<file path="config.mk">
export PLATFORM = sky130hd
export DESIGN_NAME = rice_decode_seq
export DESIGN_NICKNAME = d
export VERILOG_FILES = /design/src/rtl/rice_pkg.sv /design/src/rtl/rice_lzc.sv /design/src/rtl/rice_decode_seq.sv
export SDC_FILE = /design/constraint.sdc
export NUM_CORES = 1
export LEC_CHECK = 0
export BUFFER_PORTS_ARGS = -buffer_cell sky130_fd_sc_hd__buf_2
export CAP_MARGIN = 5
export CORE_AREA = 10 10 109 111
export CTS_BUF_LIST = sky130_fd_sc_hd__clkbuf_4 sky130_fd_sc_hd__clkbuf_8
export DETAILED_ROUTE_END_ITERATION = 8
export DIE_AREA = 0 0 119 121
export PLACE_DENSITY = 0.9
export SLEW_MARGIN = 20
export SYNTH_ARGS = -nofsm -noshare
export SYNTH_HDL_FRONTEND = slang
export SYNTH_SLANG_ARGS = --single-unit
export TNS_END_PERCENT = 100
</file>
<file path="constraint.sdc">
create_clock -name clk -period 10.1 [get_ports clk]
set_clock_uncertainty 0.15 [all_clocks]
set_input_delay 1.01 -clock clk [delete_from_list [all_inputs] [get_ports clk]]
set_output_delay 1.01 -clock clk [all_outputs]
set_load 0.05 [all_outputs]
</file>
<file path="src/rtl/rice_pkg.sv">
// rice_pkg: shared state type, widths and symbol packing for the Rice decode sequencer
package rice_pkg;
    localparam int         WORD_W = 16;
    localparam int         SYM_W  = 16;
    localparam logic [4:0] QMAX   = 5'd31;

    typedef enum logic [2:0] {IDLE, UNARY, REM, EMIT, ERR} state_t;

    // Returns {overflow, q*2^k + r}; r only ever occupies the low k bits.
    function automatic logic [SYM_W:0] rice_pack(input logic [4:0] q, input logic [SYM_W-1:0] r,
                                                 input logic [3:0] k);
        logic [SYM_W+4:0] qs;
        qs = {{SYM_W{1'b0}}, q} << k;
        return {|qs[SYM_W+4:SYM_W], qs[SYM_W-1:0] | r};
    endfunction
endpackage

</file>
<file path="src/rtl/rice_lzc.sv">
// rice_lzc: combinational 16-bit leading-zero count
// Ports: d = word to scan, lz = number of leading zeros, zero = d has no set bit
module rice_lzc (
    input  logic [15:0] d,
    output logic [4:0]  lz,
    output logic        zero
);
    always_comb begin
        lz   = 5'd0;
        zero = 1'b1;
        for (int i = 15; i >= 0; i--) begin
            if (zero && d[i]) zero = 1'b0;
            else if (zero) lz = lz + 5'd1;
        end
    end
endmodule

</file>
<file path="src/rtl/rice_decode_seq.sv">
// rice_decode_seq: self-timed Rice (Golomb power-of-two) bitstream decode sequencer
// Ports: start/k/nsym begin a block; in_valid/in_ready/in_data carry 16-bit words,
//        MSB first; sym_valid/sym_ready/sym_data carry q*2^k + r; busy, done
//        (one-cycle pulse) and err (sticky until next start) report block status.
// Build option: define RICE_FAST_UNARY_EN to consume a whole zero run plus its
//        terminating '1' in one cycle using rice_lzc.
module rice_decode_seq
    import rice_pkg::*;
(
    input  logic              clk,
    input  logic              reset,
    input  logic              start,
    input  logic [4:0]        k,
    input  logic [15:0]       nsym,
    input  logic              in_valid,
    output logic              in_ready,
    input  logic [WORD_W-1:0] in_data,
    output logic              sym_valid,
    input  logic              sym_ready,
    output logic [SYM_W-1:0]  sym_data,
    output logic              busy,
    output logic              done,
    output logic              err
);
    state_t            state;
    logic [WORD_W-1:0] sbuf;
    logic [4:0]        fill, q, u_n;
    logic [3:0]        kr, rcnt;
    logic [15:0]       nr, cnt;
    logic [SYM_W-1:0]  r, rr;
    logic [5:0]        u_q;
    logic              u_hit, u_err;
    logic [SYM_W:0]    pk;

    assign in_ready = (state == UNARY || state == REM) && fill == 5'd0;

    // Unary step: u_n bits consumed, u_q is the quotient afterwards, u_hit when the '1' was seen.
`ifdef RICE_FAST_UNARY_EN
    logic [4:0] lz;
    logic       zero;
    rice_lzc u_lzc (.d(sbuf), .lz(lz), .zero(zero));
    // Bits shifted in behind the valid ones are zero, so any set bit found is a real one.
    assign u_hit = !zero;
    assign u_n   = zero ? fill : lz + 5'd1;
    assign u_q   = {1'b0, q} + {1'b0, zero ? fill : lz};
`else
    assign u_hit = sbuf[WORD_W-1];
    assign u_n   = 5'd1;
    assign u_q   = {1'b0, q} + {5'd0, !u_hit};
`endif
    assign u_err = u_q > {1'b0, QMAX};
    assign rr    = state == REM ? {r[SYM_W-2:0], sbuf[WORD_W-1]} : '0;
    // Symbol (and its overflow) for whichever state is about to enter EMIT.
    assign pk    = rice_pack(state == REM ? q : u_q[4:0], rr, kr);

    always_ff @(posedge clk or posedge reset) begin
        if (reset) begin
            state     <= IDLE;
            sbuf      <= '0;
            fill      <= '0;
            q         <= '0;
            r         <= '0;
            kr        <= '0;
            rcnt      <= '0;
            nr        <= '0;
            cnt       <= '0;
            sym_valid <= 1'b0;
            sym_data  <= '0;
            busy      <= 1'b0;
            done      <= 1'b0;
            err       <= 1'b0;
        end else begin
            done <= 1'b0;
            if (in_valid && in_ready) begin
                sbuf <= in_data;
                fill <= 5'(WORD_W);
            end
            case (state)
                IDLE: if (start) begin
                    kr    <= k[3:0];
                    nr    <= nsym;
                    cnt   <= '0;
                    err   <= 1'b0;
                    fill  <= '0;
                    q     <= '0;
                    r     <= '0;
                    state <= k > 5'd15 ? ERR : nsym == 16'd0 ? IDLE : UNARY;
                    busy  <= k < 5'd16 && nsym != 16'd0;
                    done  <= k < 5'd16 && nsym == 16'd0;
                end
                UNARY: if (fill != 5'd0) begin
                    if (u_err) state <= ERR;
                    else begin
                        sbuf <= sbuf << u_n;
                        fill <= fill - u_n;
                        q    <= u_q[4:0];
                        if (u_hit && kr != 4'd0) begin
                            state <= REM;
                            r     <= '0;
                            rcnt  <= kr;
                        end else if (u_hit) begin
                            state     <= pk[SYM_W] ? ERR : EMIT;
                            sym_valid <= !pk[SYM_W];
                            sym_data  <= pk[SYM_W-1:0];
                        end
                    end
                end
                REM: if (fill != 5'd0) begin
                    sbuf <= sbuf << 1;
                    fill <= fill - 5'd1;
                    r    <= rr;
                    rcnt <= rcnt - 4'd1;
                    if (rcnt == 4'd1) begin
                        state     <= pk[SYM_W] ? ERR : EMIT;
                        sym_valid <= !pk[SYM_W];
                        sym_data  <= pk[SYM_W-1:0];
                    end
                end
                EMIT: if (sym_ready) begin
                    sym_valid <= 1'b0;
                    q         <= '0;
                    cnt       <= cnt + 16'd1;
                    if (cnt + 16'd1 == nr) begin
                        state <= IDLE;
                        busy  <= 1'b0;
                        done  <= 1'b1;
                        fill  <= '0;
                    end else state <= UNARY;
                end
                ERR: begin
                    state <= IDLE;
                    busy  <= 1'b0;
                    err   <= 1'b1;
                    fill  <= '0;
                end
                default: state <= IDLE;
            endcase
        end
    end
endmodule

</file>
==> After elaboration in Yosys (flattened, before gate mapping) <==
Index checks and enable logic that the tools add are counted.
{ "op_classes": {"shifts": 1, "n_reduce_logical": 32, "magnitude_cmp": 3, "eq_ne": 17, "bitwise": 1, "muxes": 71, "add_sub_neg": 4} }
{ "op_table": {"columns": ["operator", "count"], "rows": [
  ["2-to-1 mux 16 bit", 13],
  ["one-hot mux 16 bit (2 select lines)", 3],
  ["2-to-1 mux 15 bit", 4],
  ["2-to-1 mux 5 bit", 12],
  ["one-hot mux 15 bit (3 select lines)", 1],
  ["2-to-1 mux 3 bit", 10],
  ["one-hot mux 5 bit (5 select lines)", 1],
  ["<< shifter 5 x 4 -> 21 bit", 1],
  ["adder 16 x 1 -> 16 bit (second input constant)", 1],
  ["== test 16 bit", 1],
  ["zero test 16 bit", 1],
  ["2-to-1 mux 1 bit", 16],
  ["2-to-1 mux 4 bit", 4],
  ["bitwise OR 16 bit", 1],
  ["nonzero test 16 bit", 1],
  ["one-hot mux 5 bit (3 select lines)", 1],
  ["!= test 2 bit (second input constant)", 6],
  ["one-hot mux 3 bit (4 select lines)", 1],
  ["AND reduction 6 bit", 2],
  ["nonzero test 3 bit", 4],
  ["AND reduction 5 bit", 2],
  ["!= test 2 x 1 -> 1 bit (second input constant)", 4],
  ["one-hot mux 4 bit (2 select lines)", 1],
  ["AND reduction 8 bit", 1],
  ["26 further kinds", 37]
]} }
{ "word_totals": {"ff_bits": 104, "input_bits": 42, "output_inout_bits": 21, "wordCells": 143} }

==> Longest topological paths before layout <==
{ "depth": {"depth_word": 11, "depth_mapped": 10, "ltp_nobuf": 10} }

==> Worst setup path before layout <==
Ideal clock, no wire load.
{ "synth_path": {"path_kind": "flip-flop to output port", "from": "register fill[0]", "to": "output in_ready", "stages_incl_launch_ff": 6, "slack_ns": 6.744, "t_arrival_ns": 2.196, "required_ns": 8.940, "path_buffers": 1, "cell_sequence": "dfrtp_1 -> inv_1 -> ha_1 -> or4b_2 -> clkbuf_1 -> a21oi_1"} }
{ "synth_between": {"elab_chain_cells": 2} }
{ "synth_rtl": {"columns": ["element", "line_no", "source"], "rows": [
  ["start: declaration", "rice_decode_seq.sv:27", "logic [4:0] fill, q, u_n;"],
  ["start signal: assignment", "rice_decode_seq.sv:76", "fill <= 5'(WORD_W);"],
  ["start signal: assignment", "rice_decode_seq.sv:95", "fill <= fill - u_n;"],
  ["start signal: assignment", "rice_decode_seq.sv:110", "fill <= fill - 5'd1;"],
  ["zero test 5 bit", "rice_decode_seq.sv:35", "assign in_ready = (state == UNARY || state == REM) && fill == 5'd0;"],
  ["logical AND 1 bit", "rice_decode_seq.sv:35", null],
  ["end: declaration", "rice_decode_seq.sv:16", "output logic in_ready,"]
]} }
No other way between the ends.

==> Worst setup path in the final report <==
{ "layout_path": {"from": "register state[2]", "to": "output in_ready"} }
{ "layout_between": {"elab_chain_cells": 3, "word_cells_on_any_way": 4, "classes_between": "2 x eq/ne; 2 x reduce/logical"} }
{ "layout_rtl": {"columns": ["element", "line_no", "source"], "rows": [
  ["start: declaration", "rice_decode_seq.sv:25", "state_t state;"],
  ["start signal: assignment", "rice_decode_seq.sv:87", "state <= k > 5'd15 ? ERR : nsym == 16'd0 ? IDLE : UNARY;"],
  ["start signal: assignment", "rice_decode_seq.sv:102", "state <= pk[SYM_W] ? ERR : EMIT;"],
  ["start signal: assignment", "rice_decode_seq.sv:114", "state <= pk[SYM_W] ? ERR : EMIT;"],
  ["== test 3 x 1 -> 1 bit or == test 3 x 2 -> 1 bit (tied branches)", "rice_decode_seq.sv:35", null],
  ["logical OR 1 bit *", "rice_decode_seq.sv:35", null],
  ["logical AND 1 bit *", "rice_decode_seq.sv:35", null]
]} }
Mark *: on every way between the ends. The rest lies on a longest branch, timed or not.

==> key figures <==
Outcome
  • Status: finished clean

Run
  • Max cap viols: 0

Finish
  • Design area: 6643 sq um
  • Ant. Diodes: 0
  • Area delta synth->final: 9.126%
  • # fillers: 783
  • Final Util: 68.91%
  • Layout cells sized above 1: 18.09%
  • Finished Layout Cells: 846
  • Final nets: 757

STA
  • Final Hold Fails: 0
  • Min Tclk post-route: 3.670 ns
  • Slew headroom: 35.84%
  • Final setup margin: 6.430 ns
  • Slew Limit Fails: 0
  • RSZ-0062 raised after global routing: false
  • Final setup fails: 0
  • Hold WS: 0.3296 ns
  • Fmax: 272.5 MHz
  • Fin Setup TNS: 0 ns
  • Slew @ Worst Pin: 0.9551 ns
  • Period Utilization, post-route: 36.33%

Place
  • Dpl ws: 6.924 ns
  • Final GP Congestion: 0.8994
  • Hpwl dp: 10750 um
  • Port bufs: 62
  • Post-DP Area: 6405 sq um
  • Placed insts: 830

Global route
  • Largest net degree at the start of global routing: 55
  • Total track usage: 20.68%
  • Overflow left after global routing: 0
  • Initial antenna violation count: 0
  • First-pass GRT wire length: 24890 um
  • Vias in the first global route: 5054

CTS
  • Clock Sinks: 104
  • Post-cts hold buffer count: 0
  • Post-cts resize count: 0
  • CTS tree: done
  • Clock root buffer: clkbuf_8
  • Worst-path clk slew: 0.10 ns
  • CTS Buf Count: 9
  • Post-CTS Repair Setup Buffers: 0
  • H-tree depth: 3
  • Worst-Skew Late Latency: 0.39 ns
  • Clk buf depth: 2

Worst setup path
  • Worst EP required: 8.94 ns
  • Worst setup SP type: flop
  • Critical path class: reg -> out
  • CP Max Fanout: 22
  • FF-to-FF setup slack: 6.82 ns
  • WP data arrival: 2.51 ns
  • Reg2Reg Capture Point: sym_data[4]$_DFFE_PP0P_
  • Endpoint class of the critical path: output pin
  • Worst r2r src: state[2]$_DFFE_PP0P_
  • FF-to-FF path depth: 7

Yosys
  • Yosys reg bits: 104
  • Register area share after synthesis: 42.75%
  • Synth Area per Inst: 9.058 sq um
  • Commonest cells in the netlist: dfrtp_1 (104), o21ai_0 (81), nand2_1 (67)
  • Post-synth top flop: dfrtp_1
  • Synth warn: 0
  • Post-synth EDFFs: 0
  • FFs w/ async S/R, synth: 100.0%
  • Yosys cell types: 80
  • Synth Cell Area: 6087 sq um
  • Post-synth top area share: 42.75%
  • Post-synth top area cell: dfrtp_1
  • Gate Count Post-Synth: 672
  • Post-Syn Nets: 721
  • Most frequent cell after synthesis: dfrtp_1
  • Top cells by area, synth: dfrtp_1 (43%), o21ai_0 (6.7%), nand2_1 (4.1%)

Floorplanning
  • Die height: 121 um
  • Area of the die: 14400 sq um
  • Width of the die: 119 um
  • Core Rows: 36
  • CORE AREA: 9639 sq um
  • Starting density of the core: 63.15%
  • IO Count: 63

Pwr
  • Power share of the combinational group: 49.9%
  • Maximum VDD drop: 0.1730 mV
  • Internal: 1.060 mW
  • Power share of the sequential group: 35.4%
  • Sw Share: 47.20%
  • Switching Power: 0.9472 mW
  • Power, Total: 2.007 mW
  • Lkg Pwr: 2.887 nW
  • Pwr/cell area: 302.1 nW/um^2
  • Clk pwr share: 14.8%

Worst hold path
  • Worst hold start: sbuf[12]$_DFF_PP0_
  • Hold endpoint: sbuf[13]$_DFF_PP0_
  • Worst hold stages: 2
  • Worst Hold Class: reg -> reg

Route
  • Via count: 5249
  • DRT iter0 DRCs: 598
  • Via density: 6.204
  • Pre-antenna DRT Iters: 6
  • Final wirelength: 14980 um
  • Remaining DRCs: 0
  • WL/cell: 17.71 um
  • Final ANT Viol Nets: 0
-- cells in the final DEF, fill, tap and decap left out, types with 6 or more instances in the layout --
| cell | n |
|---|---|
| o31ai_1 | 11 |
| o21ai_0 | 81 |
| nor4_1 | 9 |
| mux2i_1 | 21 |
| nor3_1 | 17 |
| nor2_1 | 48 |
| dfrtp_1 | 104 |
| nand4_1 | 8 |
| and3_1 | 6 |
| clkbuf_8 | 10 |
| nand2_1 | 67 |
| a31oi_1 | 10 |
| a21oi_1 | 30 |
| inv_1 | 30 |
| o22ai_1 | 6 |
| ha_1 | 7 |
| xor2_1 | 8 |
| nand3_1 | 34 |
| buf_2 | 62 |
| xnor2_1 | 13 |
| mux2_2 | 19 |
| a22oi_1 | 9 |
-- layer usage --
| layer | up-vias | share of wire, % | global-route usage, % |
|---|---|---|---|
| met5 | - | 0 | 0 |
| met4 | 0 | 1.6 | 5.420 |
| met3 | 25 | 6.9 | 5.491 |
| met2 | 212 | 49 | 34.34 |
| met1 | 2515 | 43 | 26.19 |
| li1 | 2497 | - | - |
-- sequential cells by signal, summed over array words and instances, names as in the netlist --
register and cells:
kr 4, sym_valid 1, q 5, err 1, fill 5, cnt 16
rcnt 4, sbuf 16, sym_data 16, nr 16, busy 1, state 3
done 1, r 15
-- cell type report --
| cell class | count | area, sq um | share of cell area (%) |
|---|---|---|---|
| Inverter | 32 | 122.6 | 1.846 |
| Multi-Input combinational cell | 494 | 3173 | 47.77 |
| Tap cell | 133 | 166.4 | 2.505 |
| Sequential cell | 104 | 2603 | 39.18 |
| Timing Repair Buffer | 67 | 347.8 | 5.236 |
| Clock inverter | 4 | 77.57 | 1.168 |
| Clock buffer | 12 | 152.6 | 2.298 |
-- cell families after synthesis --
group,share of synthesized area (%)
AND/OR/NAND/NOR,19.26
multiplexers,7.585
AO/OA/AOI/OAI,20.60
flip-flops,42.75
buffers and inverters,5.344
XOR/XNOR,3.022
adder cells (fa/ha/maj),1.439
-- worst max-delay path by stage --
stage,depth (start not counted),end,from
final,3,in_ready,state[2]$_DFFE_PP0P_
after global routing,3,in_ready,state[2]$_DFFE_PP0P_
after CTS,3,in_ready,state[2]$_DFFE_PP0P_
after detailed placement,3,in_ready,state[2]$_DFFE_PP0P_
after global placement,3,in_ready,state[2]$_DFFE_PP0P_
after floorplan,1,busy$_DFFE_PP0P_,reset
-- power groups by stage --
stage                     clock (mW)  sequential [mW]  combinational (mW)
after floorplan                    0            0.763               0.715
after global placement             0            0.702               0.952
after detailed placement           0            0.713               0.984
after CTS                      0.301            0.705               0.989
after global routing           0.318            0.730                1.10
final                          0.296            0.710                1.00
-- worst max-delay path, cell delays in order (launching register included) --
cell	delay (ns)
dfrtp_1	0.64
or3b_1	0.79
a21oi_1	0.35
buf_2	0.33
Note: power is estimated with default switching activity, not from simulation.
